### config.mk
export PLATFORM = sky130hd
export DESIGN_NAME = seq_divider
export DESIGN_NICKNAME = d
export VERILOG_FILES = /design/src/rtl/div_pkg.sv /design/src/rtl/div_step.sv /design/src/rtl/seq_divider.sv
export SDC_FILE = /design/constraint.sdc
export NUM_CORES = 1
export LEC_CHECK = 0
export BUFFER_PORTS_ARGS = -buffer_cell sky130_fd_sc_hd__buf_2
export CELL_PAD_IN_SITES_DETAIL_PLACEMENT = 0
export CELL_PAD_IN_SITES_GLOBAL_PLACEMENT = 1
export CORE_MARGIN = 1.5
export CORE_UTILIZATION = 40
export DETAILED_ROUTE_END_ITERATION = 16
export PLACE_DENSITY = 0.74
export SYNTH_ARGS = -nofsm -noshare
export SYNTH_HDL_FRONTEND = slang
export SYNTH_SLANG_ARGS = --single-unit
### constraint.sdc
create_clock -name clk -period 8.27 [get_ports clk]
set_input_delay 1.654 -clock clk [delete_from_list [all_inputs] [get_ports clk]]
set_output_delay 1.654 -clock clk [all_outputs]
set_load 0.02 [all_outputs]
### src/rtl/div_pkg.sv
// Shared definitions for the sequential divider: FSM states, default width
// and the field layout of the {quotient, remainder} result bus.
package div_pkg;

    localparam int DIV_WIDTH = 32;
    localparam int QUO_LSB   = DIV_WIDTH;
    localparam int REM_LSB   = 0;

    typedef enum logic [1:0] {
        IDLE,
        CALC,
        SIGN,
        DONE
    } div_state_t;

endpackage

### src/rtl/div_step.sv
// One restoring-division step on unsigned magnitudes: shift {rem, quo} left
// by one, try subtracting the divisor, keep the difference if it fits.
module div_step #(
    parameter int WIDTH = 32
) (
    input  logic [WIDTH-1:0] rem,
    input  logic [WIDTH-1:0] quo,
    input  logic [WIDTH-1:0] dvsr,
    output logic [WIDTH-1:0] rem_next,
    output logic [WIDTH-1:0] quo_next
);

    logic [WIDTH:0] rem_shift;
    logic           fits;

    // The shifted remainder carries one extra bit so the trial subtraction
    // never loses the bit shifted out of the top; when the divisor fits, the
    // difference is smaller than the divisor and so fits back in WIDTH bits.
    always_comb begin
        rem_shift = {rem, quo[WIDTH-1]};
        fits      = (rem_shift >= {1'b0, dvsr});
        if (fits) begin
            rem_next = rem_shift[WIDTH-1:0] - dvsr;
            quo_next = {quo[WIDTH-2:0], 1'b1};
        end else begin
            rem_next = rem_shift[WIDTH-1:0];
            quo_next = {quo[WIDTH-2:0], 1'b0};
        end
    end

endmodule

### src/rtl/seq_divider.sv
// Sequential radix-2 signed divider with stream-style operand handshake and a
// single-cycle result strobe carrying {quotient, remainder}.
module seq_divider
    import div_pkg::*;
#(
    parameter int WIDTH = DIV_WIDTH
) (
    input  logic               clk,
    input  logic               rst_n,
    input  logic               s_axis_dividend_tvalid,
    input  logic [WIDTH-1:0]   s_axis_dividend_tdata,
    output logic               s_axis_dividend_tready,
    input  logic               s_axis_divisor_tvalid,
    input  logic [WIDTH-1:0]   s_axis_divisor_tdata,
    output logic               s_axis_divisor_tready,
    output logic               m_axis_dout_tvalid,
    output logic [2*WIDTH-1:0] m_axis_dout_tdata
);

    localparam int CNT_W = $clog2(WIDTH);

    div_state_t         state;
    div_state_t         state_next;

    logic [WIDTH-1:0]   rem_q;
    logic [WIDTH-1:0]   quo_q;
    logic [WIDTH-1:0]   dvsr_q;
    logic [WIDTH-1:0]   dividend_q;
    logic               neg_quo_q;
    logic               neg_rem_q;
    logic               zero_q;
    logic [CNT_W-1:0]   cnt_q;
    logic [2*WIDTH-1:0] tdata_q;

    logic [WIDTH-1:0]   rem_step;
    logic [WIDTH-1:0]   quo_step;
    logic [WIDTH-1:0]   quo_final;
    logic [WIDTH-1:0]   rem_final;
    logic               accept;

    div_step #(
        .WIDTH (WIDTH)
    ) u_step (
        .rem      (rem_q),
        .quo      (quo_q),
        .dvsr     (dvsr_q),
        .rem_next (rem_step),
        .quo_next (quo_step)
    );

    // A division starts only when both operands are offered while idle.
    assign accept = (state == IDLE) && s_axis_dividend_tvalid && s_axis_divisor_tvalid;

    // State register.
    always_ff @(posedge clk) begin
        if (!rst_n) begin
            state <= IDLE;
        end else begin
            state <= state_next;
        end
    end

    // Next-state logic and handshake outputs decoded from the current state.
    always_comb begin
        state_next             = state;
        s_axis_dividend_tready = 1'b0;
        s_axis_divisor_tready  = 1'b0;
        m_axis_dout_tvalid     = 1'b0;
        case (state)
            IDLE: begin
                s_axis_dividend_tready = 1'b1;
                s_axis_divisor_tready  = 1'b1;
                if (accept) begin
                    state_next = CALC;
                end
            end
            CALC: begin
                if (cnt_q == '0) begin
                    state_next = SIGN;
                end
            end
            SIGN: begin
                state_next = DONE;
            end
            DONE: begin
                m_axis_dout_tvalid = 1'b1;
                state_next         = IDLE;
            end
            default: begin
                state_next = IDLE;
            end
        endcase
    end

    // Sign correction: most-negative / -1 needs no special case because the
    // unsigned quotient 2^(W-1) already reads back as most-negative in W bits.
    always_comb begin
        if (zero_q) begin
            quo_final = '1;
            rem_final = dividend_q;
        end else begin
            quo_final = neg_quo_q ? (~quo_q + 1'b1) : quo_q;
            rem_final = neg_rem_q ? (~rem_q + 1'b1) : rem_q;
        end
    end

    // Operand capture, one quotient bit per CALC cycle, and result register.
    always_ff @(posedge clk) begin
        if (!rst_n) begin
            rem_q      <= '0;
            quo_q      <= '0;
            dvsr_q     <= '0;
            dividend_q <= '0;
            neg_quo_q  <= 1'b0;
            neg_rem_q  <= 1'b0;
            zero_q     <= 1'b0;
            cnt_q      <= '0;
            tdata_q    <= '0;
        end else begin
            case (state)
                IDLE: begin
                    if (accept) begin
                        rem_q      <= '0;
                        quo_q      <= s_axis_dividend_tdata[WIDTH-1]
                                      ? (~s_axis_dividend_tdata + 1'b1)
                                      : s_axis_dividend_tdata;
                        dvsr_q     <= s_axis_divisor_tdata[WIDTH-1]
                                      ? (~s_axis_divisor_tdata + 1'b1)
                                      : s_axis_divisor_tdata;
                        dividend_q <= s_axis_dividend_tdata;
                        neg_quo_q  <= s_axis_dividend_tdata[WIDTH-1] ^ s_axis_divisor_tdata[WIDTH-1];
                        neg_rem_q  <= s_axis_dividend_tdata[WIDTH-1];
                        zero_q     <= (s_axis_divisor_tdata == '0);
                        cnt_q      <= CNT_W'(WIDTH - 1);
                    end
                end
                CALC: begin
                    rem_q <= rem_step;
                    quo_q <= quo_step;
                    if (cnt_q != '0) begin
                        cnt_q <= cnt_q - 1'b1;
                    end
                end
                SIGN: begin
                    tdata_q[REM_LSB +: WIDTH] <= rem_final;
                    tdata_q[WIDTH +: WIDTH]   <= quo_final;
                end
                default: begin
                end
            endcase
        end
    end

    assign m_axis_dout_tdata = tdata_q;

endmodule

[Yosys cells after proc, flatten, opt, wreduce, memory -nomap -nowiden]
Index checks and enable logic that the tools add are counted.
Operators by class
  shift operators: 0
  multiply operators: 0
  reductions and logical operators: 11
  $lt $le $gt $ge: 1
  bitwise operators: 5
  divide/modulo/power cells: 0
  eq/ne operators: 6
  add/sub/neg operators: 6
  mux-type cells: 20
Operators by type and width (number)
  32-bit 2-to-1 mux: 9
  32-bit by 1-bit adder with 32-bit output (second input constant): 4
  32-bit inverter: 4
  32-bit case mux with 2 select lines: 2
  33-bit by 32-bit >= comparator with 1-bit output: 1
  32-bit logical NOT: 1
  32-bit subtractor: 1
  5-bit 2-to-1 mux: 2
  5-bit case mux with 2 select lines: 1
  2-bit case mux with 4 select lines: 1
  2-bit != test (second input constant): 3
  2-bit AND reduction: 3
  5-bit logical NOT: 1
  5-bit nonzero test: 1
  5-bit by 1-bit subtractor with 5-bit output (second input constant): 1
  2-bit == test (second input constant): 2
  2-bit 2-to-1 mux: 2
  1-bit 2-to-1 mux: 3
  3-bit AND reduction: 1
  2-bit by 1-bit == test with 1-bit output (second input constant): 1
  1-bit logical AND: 2
  2-bit logical NOT: 1
  2-bit nonzero test: 1
  1-bit XOR: 1
Word-level totals
  register bits after elaboration: 202
  memories: 0
  output and inout bits: 67
  word-level logic and storage cells: 59
  RAM bits: 0
  latch bits: 0
  memory bits (read-only): 0

[Longest topological paths before layout]
Gate-level depths: netlist of run 1.
  word-level depth: 5
  depth in mapped cells: 12

[Cells and area by module]
Synthesis of run 1 repeated with hierarchy kept, for this count alone.
Second synthesis, totals
  cells, all modules: 1641
  area total of the unflattened synthesis: 12942.4 um^2
Modules (own cells, without submodules)
  seq_divider: instances 1, area each 10213.5 um^2, sequential area each 4023.9 um^2, cells an instance 1274
  div_step: instances 1, area each 2728.9 um^2, sequential area each 0.0 um^2, cells an instance 367

[Worst setup path after synthesis of run 1]
Ideal clock, no wire load.
  kind: input port to flip-flop
  start point: in s_axis_dividend_tdata[6]
  end point: reg quo_q[28]
  path slack: 4.525 ns
  arrival time: 3.649 ns
  required time: 8.175 ns
  cell stages on the path: 7
  setup time: 0.095 ns
  cell sequence: or4_4 > or4_4 > o31ai_4 > a21boi_2 > nand2_1 > xnor2_1 > a221oi_1
On the way
  longest elaborated chain between the ends: 5
Ends and longest elaborated chain
  start, declared: RTL line seq_divider.sv:11  | input logic [WIDTH-1:0] s_axis_dividend_tdata,
  32-bit inverter: RTL line seq_divider.sv:125  | ? (~s_axis_dividend_tdata + 1'b1)
  32-bit by 1-bit adder with 32-bit output: RTL line seq_divider.sv:125
  32-bit 2-to-1 mux: RTL line seq_divider.sv:125
  32-bit 2-to-1 mux: RTL line seq_divider.sv:122  | if (accept) begin
  32-bit case mux with 2 select lines: RTL line seq_divider.sv:120  | case (state)
  end signal, assigned: RTL line seq_divider.sv:124  | quo_q <= s_axis_dividend_tdata[WIDTH-1]
  end signal, assigned: RTL line seq_divider.sv:139  | quo_q <= quo_step;
  end, declared: RTL line seq_divider.sv:26  | logic [WIDTH-1:0] quo_q;
Every way passes these cells. The select of a mux whose other input is x is not followed.
A chain may end at the register's enable or synchronous reset.

[Worst setup path in the final report of run 1]
  start point: reg quo_q[31]
  end point: reg rem_q[26]
On the way
  longest elaborated chain between the ends: 3
  elaborated cells on any way between the ends: 4
  classes of those cells: add/sub (1); order compare (1); mux (2)
Ends and longest elaborated chain
  32-bit subtractor / 33-bit by 32-bit >= comparator with 1-bit output (equally long branches): RTL line div_step.sv:23, div_step.sv:21
  32-bit 2-to-1 mux *: RTL line div_step.sv:22  | if (fits) begin
  32-bit case mux with 2 select lines *: RTL line seq_divider.sv:120
  end signal, assigned: RTL line seq_divider.sv:138  | rem_q <= rem_step;
  end, declared: RTL line seq_divider.sv:25  | logic [WIDTH-1:0] rem_q;
Every way passes the cells marked *; elsewhere a longest branch is shown, timed or not.

==> results of run 1 <==
layout by cell type (no fill, tap or decap), drive strengths merged, types with 24 or more instances in the layout:
| cell type | count |
|---|---|
| nand2 | 224 |
| dfxtp | 201 |
| buf | 147 |
| nor2 | 135 |
| o21ai | 126 |
| a21oi | 107 |
| xor2 | 81 |
| xnor2 | 68 |
| inv | 60 |
| ha | 42 |
| o31ai | 41 |
| a211oi | 38 |
| mux2i | 35 |
| clkbuf | 35 |
| o22ai | 26 |
| nand3 | 24 |
kinds of logic (layout without fill, tap and decap cells):
logic type                 count (synthesis)  count (layout)
and+or+nand+nor                          503             503
AOI/OAI and AO/OA                        464             464
buffers and inverters                    162             250
adders and majority gates                 43              43
DFF                                      201             201
muxes                                     35              35
xor gates and xnor gates                 149             149
worst paths after layout:
path	start	endpoint	slack (ns)	cells after the start
max reg2reg	quo_q[31]$_SDFFE_PN0P_	rem_q[26]$_SDFFE_PN0P_	4.57	12
min reg2reg	dividend_q[22]$_SDFFE_PN0P_	dividend_q[22]$_SDFFE_PN0P_	0.46	2
min	dividend_q[22]$_SDFFE_PN0P_	dividend_q[22]$_SDFFE_PN0P_	0.46	2
max	quo_q[31]$_SDFFE_PN0P_	rem_q[26]$_SDFFE_PN0P_	4.57	12
area by class of cell:
class	instances	area (um2)
clock buffer	35	723
clock inverter	7	92.6
fill	3005	16000
inverter	61	231
multi-input combinational	1194	7520
sequential	201	4020
tap	390	488
timing repair buffer	147	768
state kept, by name (all words and copies together) (netlist names):
register	count
cnt_q	5
dividend_q	32
dvsr_q	32
m_axis_dout_tdata	64
neg_quo_q	1
quo_q	32
rem_q	32
state	2
zero_q	1
power groups by stage:
stage	clock, W	combinational (W)	sequential (W)
final	0.00109	0.00143	0.00127
after global routing	0.00115	0.00159	0.00129
after CTS	0.00111	0.00143	0.00127
after detailed placement	0	0.00143	0.00129
after global placement	0	0.00142	0.00128
after floorplan	0	0.00105	0.00130
cell usage after synthesis, drive strengths merged, types with 24 or more instances:
cell type    n  area share
a211oi      38       0.023
a21oi      107       0.044
clkbuf      87       0.030
dfxtp      201        0.33
ha          42       0.043
inv         59       0.018
mux2i       35       0.029
nand2      224       0.069
nand3       24       0.011
nor2       135       0.042
o21ai      126       0.052
o22ai       26       0.013
o31ai       41       0.028
xnor2       68       0.049
xor2        81       0.058
worst max-delay path, cell delays in order, from the launching register on:
cell and delay (ns):
dfxtp_1 0.35, inv_1 0.16, ha_1 0.19, inv_1 0.05
fa_1 0.41, a21o_1 0.21, a221o_1 0.34, a2111oi_0 0.76
o21ai_1 0.27, a41oi_1 0.32, xor2_1 0.19, nor3_1 0.06
a221o_1 0.27
through the flow:
stage | instances | hold slack (ns) | total power [W] | area [um2]
after floorplan | 1557 | 0.432 | 0.00236 | 12200
after global placement | 1993 | 0.442 | 0.00270 | 13000
after detailed placement | 1993 | 0.449 | 0.00271 | 13000
after CTS | 2035 | 0.457 | 0.00381 | 13800
after global routing | 2035 | 0.470 | 0.00403 | 13800
final | 2035 | 0.458 | 0.00378 | 13800
layer usage:
metal,GRT usage,share of wire
met2,0.365,0.46
met5,0,0
met3,0.0184,0.034
met1,0.289,0.48
met4,0.0469,0.016
==> impl_results.md, run 1 <==
* Outcome: complete, no violations
* GRT Overall Usage at 0.213
* Clock share of power at 0.287
* Post-synthesis async set-or-reset flop share at 0
* DR vias/cell at 5.44
* Critical Path RT at 8.67 ns
* CTS H-tree lvls at 1
* Largest net degree at the start of global routing at 77
* Area grow syn2layout at 13.6%
* Grt ovf at 0
* CTS sink count at 201
* Final period util at 0.448
* Fin worst setup slack at 4.57 ns
* Nets at 1741
* Top FF cell, synth: dfxtp_1
* I/O Buffers at 134
* Worst-path maximum fanout at 3
* Total CTS buffers at 25
* Proportion of layout cells with a drive suffix above 1 at 0.129
* Final antenna-violating net count at 0
* # hold bufs at CTS at 0
* Final Skew at 0.0137 ns
* Core Util, Final at 0.465
* Gpl congestion at 0.858
* Netlist cell types at 72
* Core area at 29800 um2
* Clk buf depth at 3
* CTS clk-pin slew, worst paths at 0.06 ns
* CTS root buffer: clkbuf_16
* Tightest Pin Transition at 1.08 ns
* Netlist Area Pre-Place at 12200 um2
* # diodes at 0
* Fmax at 270 MHz
* DIE WIDTH at 178 um
* CP Launch Type: flip-flop
* Data arrival, critical path at 4.11 ns
* Cell count after synthesis at 1557
* Total wire length at 33800 um
* Vias at 11066
* First-pass GRT wire length at 54800 um
* Share of the yosys chip area belonging to registers at 0.330
* Row cnt at 63
* Starting DRT DRC Count at 898
* Yosys warnings at 0
* Post-CTS Setup Bufs at 0
* Post-Synth Adder-Cell Area at 0.0448
* XOR/XNOR Fraction of Synth Area at 0.107
* Pre-antenna DRT Iters at 5
* CTS tree: built
* Final setup fails at 0
* Switching Fraction at 0.381
* Compound-Gate Fraction of Synth Area at 0.246
* Mapped Nets at 1668
* Avg Cell Area, Syn at 7.83 um2
* Comb power frac at 0.377
* PD cells at 273 nW/um2
* CP Class: flip-flop to flip-flop
* Die area at 31500 um2
* RSZ-0062 raised after global routing: false
* Slew Limit Headroom at 0.279
* Switching power at 0.00144 W
* Initial Utilization at 0.409
* Pint at 0.00234 W
* DP Worst Slack at 4.15 ns
* Residual DRC count at 0
* Maximum Capacitance Violations at 0
* Final min period at 3.70 ns
* Number of global-route vias before repair at 10334
* Die Y at 178 um
* Hold Path Class: flip-flop to flip-flop
* Initial antenna violation count at 0
* Largest family of logic cells by synthesized area: compound AO/OA/AOI/OAI gates
* Worst-skew pair later-pin latency at 0.52 ns
* Setup TNS at 0 ns
* Final hold violation count at 0
* Post-CTS sizing at 0
* Worst setup EP type: flip-flop
* Wire length per cell at 16.6 um
* Synth Area in Simple Gates at 0.188
* Hpwl dp at 24400 um
* Synth Register Bits at 201
* Flop pwr share at 0.335
* Mux cell area share after synthesis at 0.0287
* Pleak at 5.51 nW
* Maximum VDD drop at 0.000162 V
* # IOs at 135
* Number of enable flip-flop cells after synthesis at 0
* Fin. max-slew vios at 0
No activity file was read; power rests on OpenSTA's default activity.
==> run 2: changes to the inputs <==
Settings changed: ABC_AREA set to 1, CORE_UTILIZATION 40 to 38, PLACE_DENSITY 0.74 to 0.77.
Clock period 8.27 ns to 3.2 ns, I/O delays scaled along.
==> impl_results.md, run 2 <==
* Largest net degree at the start of global routing at 119
* Commonest non-fill, non-tap cell in the layout: nand2_1
* Initial antenna violation count at 0
* I/O Buffers at 134
* Worst-skew pair later-pin latency at 0.57 ns
* DP Worst Slack at 0.410 ns
* Setup TNS at 0 ns
* Area grow syn2layout at 13.7%
* Vias at 15576
* Grt ovf at 0
* Row cnt at 70
* # hold bufs at CTS at 0
* Critical path startpoint: rem_q[30]$_SDFFE_PN0P_
* Fin worst setup slack at 0.373 ns
* Clk buf depth at 3
* Commonest cells after routing, fill and taps aside: nand2_1, inv_1, a21oi_1
* Netlist cell types at 48
* Starting DRT DRC Count at 1392
* Critical Path RT at 3.59 ns
* CP Class: flip-flop to flip-flop
* Worst setup EP type: flip-flop
* Number of enable flip-flop cells after synthesis at 0
* Gpl congestion at 0.956
* Share of the yosys chip area belonging to registers at 0.281
* Data arrival, critical path at 3.22 ns
* Top-count cell post-synth: nand2_1
* Cell count after synthesis at 2385
* Yosys top cell by area: dfxtp_1
* Outcome: complete, no violations
* Final antenna-violating net count at 0
* Fin. max-slew vios at 0
* Die area at 38900 um2
* Metal2 WL at 22200 um
* Pleak at 7.95 nW
* Die Y at 197 um
* Initial Utilization at 0.389
* M1 wire length at 25700 um
* Core area at 36900 um2
* Nets at 2583
* CTS sink count at 201
* Final period util at 0.884
* RSZ-0062 raised after global routing: false
* Final Skew at 0.0309 ns
* Worst-path maximum fanout at 33
* Core Util, Final at 0.442
* Mapped Nets at 2496
* Synth top area share at 0.281
* # IOs at 135
* Synth Register Bits at 201
* Synth top area cells: dfxtp_1, nand2_1, inv_1
* Hold slack final at 0.396 ns
* Fmax at 354 MHz
* Slew Limit Headroom at 0.507
* CTS clk-pin slew, worst paths at 0.06 ns
* Avg Cell Area, Syn at 6.01 um2
* Post-CTS Setup Bufs at 0
* Residual DRC count at 0
* Maximum Capacitance Violations at 0
* Top FF cell, synth: dfxtp_1
* Final hold violation count at 0
* Total CTS buffers at 26
* DR vias/cell at 5.20
* Wire length per cell at 17.3 um
* Start point of the worst hold path: s_axis_divisor_tdata[0]
* Hpwl dp at 40300 um
* Yosys warnings at 0
* DIE WIDTH at 197 um
* CP Launch Type: flip-flop
* # diodes at 0
* CTS tree: built
* Final Non-Filler Cells at 2994
* Maximum VDD drop at 0.000720 V
* Final setup fails at 0
* Final min period at 2.83 ns
* Total wire length at 51800 um
* Netlist Area Pre-Place at 14300 um2
* First-pass GRT wire length at 81800 um
* Number of global-route vias before repair at 14447
* Max reg flops at 64
* Tightest Pin Transition at 0.736 ns
* Proportion of layout cells with a drive suffix above 1 at 0.103
* CTS H-tree lvls at 1
* Met3 wire len at 2680 um
* CTS root buffer: clkbuf_16
* Placed instance count at 2948
* Post-CTS sizing at 0
* GRT Overall Usage at 0.267
* PD cells at 1200 nW/um2
* Post-synthesis async set-or-reset flop share at 0
* Worst r2r src: rem_q[30]$_SDFFE_PN0P_
* Pre-antenna DRT Iters at 6
* Hold Path Class: primary input to flip-flop
* Highest routed layer: met4
* Commonest cells post-synth: nand2_1, inv_1, a21oi_1, nor2_1, dfxtp_1
-- run 2: cell count changes in the layout (fill, tap and decap cells not counted), sizes merged, moves of 36 or more --
cell and change:
xnor2 -51, o21ai +36, nand2 +428, inv +287, o31ai -36, a21oi +140
xor2 -44, a211oi -37, nor2 +82, nand3 +172
-- run 2: cell type report --
type / count / area (um2)
tap: 504 / 631
fill: 4068 / 20600
multi-input combinational: 1730 / 8560
inverter: 353 / 1330
timing repair buffer: 160 / 891
sequential: 201 / 4020
clock inverter: 12 / 156
clock buffer: 34 / 711
-- run 2: cell families after synthesis --
family	count (synthesis)	share of synthesized area
AOI/OAI and AO/OA	486	0.186
xor gates and xnor gates	54	0.0330
adders and majority gates	43	0.0380
buffers and inverters	454	0.123
DFF	201	0.281
and+or+nand+nor	1147	0.340
-- run 2: routing by layer --
| metal | GRT usage | up-vias |
|---|---|---|
| li1 | - | 7883 |
| met1 | 0.393 | 7184 |
| met2 | 0.404 | 443 |
| met3 | 0.0323 | 66 |
| met4 | 0.0766 | 0 |
| met5 | 0 | - |
-- run 2: critical path, stage by stage (launching register included) --
cell,delay [ns]
dfxtp_1,0.38
ha_1,0.33
inv_1,0.05
nor2_1,0.46
nand2_2,0.18
nor3_2,0.28
nand2_2,0.27
nand2_4,0.39
o21ai_0,0.16
nand3_1,0.09
a21oi_1,0.06
-- run 2: path summary, 6_finish.rpt --
check                                                  end  slack, ns  depth (start not counted)
worst max register to register       rem_q[2]$_SDFFE_PN0P_       0.37                         10
worst min register to register  dividend_q[1]$_SDFFE_PN0P_       0.45                          2
worst max-delay path                 rem_q[2]$_SDFFE_PN0P_       0.37                         10
worst min-delay path                dvsr_q[0]$_SDFFE_PN0P_       0.40                          3
-- run 2: power by group --
part	switching [W]	leakage, nW	total [W]	internal [W]
sequential	0.000559	1.64	0.00367	0.00312
combinational	0.00884	5.89	0.0129	0.00402
clock	0.00119	0.425	0.00299	0.00180
-- run 2: metrics by stage --
step,instance area (um2),total power [W]
global route,16300,0.0214
detailed placement,15400,0.0164
floorplan,14300,0.0131
finish,16300,0.0195
CTS,16300,0.0195
global placement,15400,0.0165
==> run 3: changes to the inputs <==
Settings changed: BUFFER_PORTS_ARGS -buffer_cell sky130_fd_sc_hd__buf_2 to -buffer_cell sky130_fd_sc_hd__clkbuf_2.
==> impl_results.md, run 3 (same netlist as run 2, synthesis figures left out) <==
* Final hold violation count at 0
* Pleak at 7.97 nW
* Cell family with most CP delay: simple AND/OR/NAND/NOR gates
* Commonest cells after routing, fill and taps aside: nand2_1, inv_1, a21oi_1
* Core area at 36900 um2
* I/O Buffers at 134
* Pre-antenna DRT Iters at 5
* Outcome: complete, no violations
* Proportion of layout cells with a drive suffix above 1 at 0.104
* Critical Path RT at 3.63 ns
* GRT Overall Usage at 0.275
* CP max stage cell: dfxtp_1
* Post-CTS sizing at 0
* Maximum Capacitance Violations at 0
* Final Power at 0.0199 W
* Max reg flops at 64
* RSZ-0062 raised after global routing: false
* Die area at 38900 um2
* CP Class: flip-flop to flip-flop
* # IOs at 135
* Final antenna-violating net count at 0
* Nets at 2585
* First-pass GRT wire length at 84000 um
* Maximum VDD drop at 0.000885 V
* Number of global-route vias before repair at 14850
* CTS root buffer: clkbuf_16
* CTS tree: built
* Flop-to-flop setup slack at 0.41 ns
* Fmax at 358 MHz
* Residual DRC count at 0
* Most used cell along the critical path: nand2_1
* CTS H-tree lvls at 1
* CP Cell Sequence: ha_1, nand2_1, inv_1, nand2_2, inv_1, a21oi_1, nand2_1, nor2_4, buf_4, nand3_2, nand2_1, clkinv_1, nand2_1, a21oi_2
* DIE WIDTH at 197 um
* DR vias/cell at 5.23
* Grt ovf at 0
* Worst setup EP type: flip-flop
* # fillers at 4067
* Gpl congestion at 0.958
* Vias at 15675
* Wire length per cell at 17.7 um
* Commonest non-fill, non-tap cell in the layout: nand2_1
* # hold bufs at CTS at 0
* Worst Hold Depth at 3
* Data arrival, critical path at 3.22 ns
* Row cnt at 70
* Slew Limit Headroom at 0.482
* Bufs and invs on worst path at 4
* Tightest Pin Transition at 0.772 ns
* Fin. max-slew vios at 0
* # diodes at 0
* CTS clk-pin slew, worst paths at 0.06 ns
* Worst-path maximum fanout at 20
* Starting DRT DRC Count at 1346
* Total wire length at 52900 um
* Area grow syn2layout at 14.5%
* Die Y at 197 um
* Initial Utilization at 0.389
* Initial antenna violation count at 0
* Start point of the worst hold path: s_axis_divisor_tdata[0]
* Worst-skew pair later-pin latency at 0.56 ns
* Setup TNS at 0 ns
* PD cells at 1210 nW/um2
* Largest net degree at the start of global routing at 84
* Hpwl dp at 41100 um
* Final min period at 2.79 ns
* Hold Path Class: primary input to flip-flop
* Reg2reg path depth at 14
* Final setup fails at 0
* Post-CTS Setup Bufs at 0
* Max incr delay on CP at 0.45 ns
* Final period util at 0.872
* Hold EP: dvsr_q[0]$_SDFFE_PN0P_
* Core Util, Final at 0.445
* Reg2reg end: rem_q[25]$_SDFFE_PN0P_
* CP Launch Type: flip-flop
* Final Skew at 0.0198 ns
* CTS sink count at 201
* Total CTS buffers at 26
* Worst r2r src: rem_q[29]$_SDFFE_PN0P_
* Clk buf depth at 3
run 3: cell count changes in the layout (fill, tap and decap cells not counted), sizes merged:
cell and change:
buf -132, clkbuf +135, inv +2, clkinvlp +1
bufinv +2, clkinv -5
run 3: worst max-delay path by stage:
| stage | cells after the start | endpoint | slack (ns) | start |
|---|---|---|---|---|
| floorplan | 13 | dvsr_q[26]$_SDFFE_PN0P_ | 1.16 | s_axis_divisor_tdata[1] |
| global placement | 14 | rem_q[25]$_SDFFE_PN0P_ | 0.40 | rem_q[29]$_SDFFE_PN0P_ |
| detailed placement | 14 | rem_q[27]$_SDFFE_PN0P_ | 0.44 | rem_q[29]$_SDFFE_PN0P_ |
| CTS | 14 | rem_q[25]$_SDFFE_PN0P_ | 0.43 | rem_q[29]$_SDFFE_PN0P_ |
| global route | 15 | rem_q[28]$_SDFFE_PN0P_ | 0.19 | dvsr_q[31]$_SDFFE_PN0P_ |
| finish | 14 | rem_q[25]$_SDFFE_PN0P_ | 0.41 | rem_q[29]$_SDFFE_PN0P_ |
run 3: layer usage:
layer	vias up	part of all wire	track usage	wire [um]
met5	-	0	0	0
met4	0	0.028	0.0823	1490
met3	78	0.061	0.0347	3240
met2	453	0.43	0.425	22900
met1	7242	0.48	0.397	25300
li1	7902	-	-	-
run 3: metrics by stage:
step | std cells | worst slack (ns) | cell area [um2] | hold slack (ns)
2_1_floorplan | 2385 | 1.16 | 14300 | 0.424
3_3_place_gp | 2950 | 0.400 | 15500 | 0.438
3_5_place_dp | 2950 | 0.444 | 15500 | 0.441
4_1_cts | 2997 | 0.425 | 16400 | 0.346
5_1_grt | 2997 | 0.189 | 16400 | 0.393
6_report | 2997 | 0.409 | 16400 | 0.364
run 3: area by class of cell:
cell class                 count  area, um2  share of cell area
inverter                     353       1330              0.0809
clock inverter                12        198              0.0120
tap                          504        631              0.0384
clock buffer                  35        746              0.0454
timing repair buffer         162        931              0.0567
sequential                   201       4020               0.245
multi-input combinational   1730       8560               0.521
run 3: worst reg2reg max path: stages, from the launching register on:
cell and delay [ns]:
dfxtp_1 0.45, ha_1 0.38, nand2_1 0.18, inv_1 0.08, nand2_2 0.12, inv_1 0.05, a21oi_1 0.23, nand2_1 0.16
nor2_4 0.35, buf_4 0.34, nand3_2 0.10, nand2_1 0.07, clkinv_1 0.06, nand2_1 0.06, a21oi_2 0.05
run 3: power by group:
group	leakage, nW	internal (W)	total (W)	switching (W)
logic	5.87	0.00402	0.0129	0.00891
registers	1.64	0.00311	0.00368	0.000570
clock network	0.458	0.00203	0.00325	0.00121
total	7.97	0.00917	0.0199	0.0107
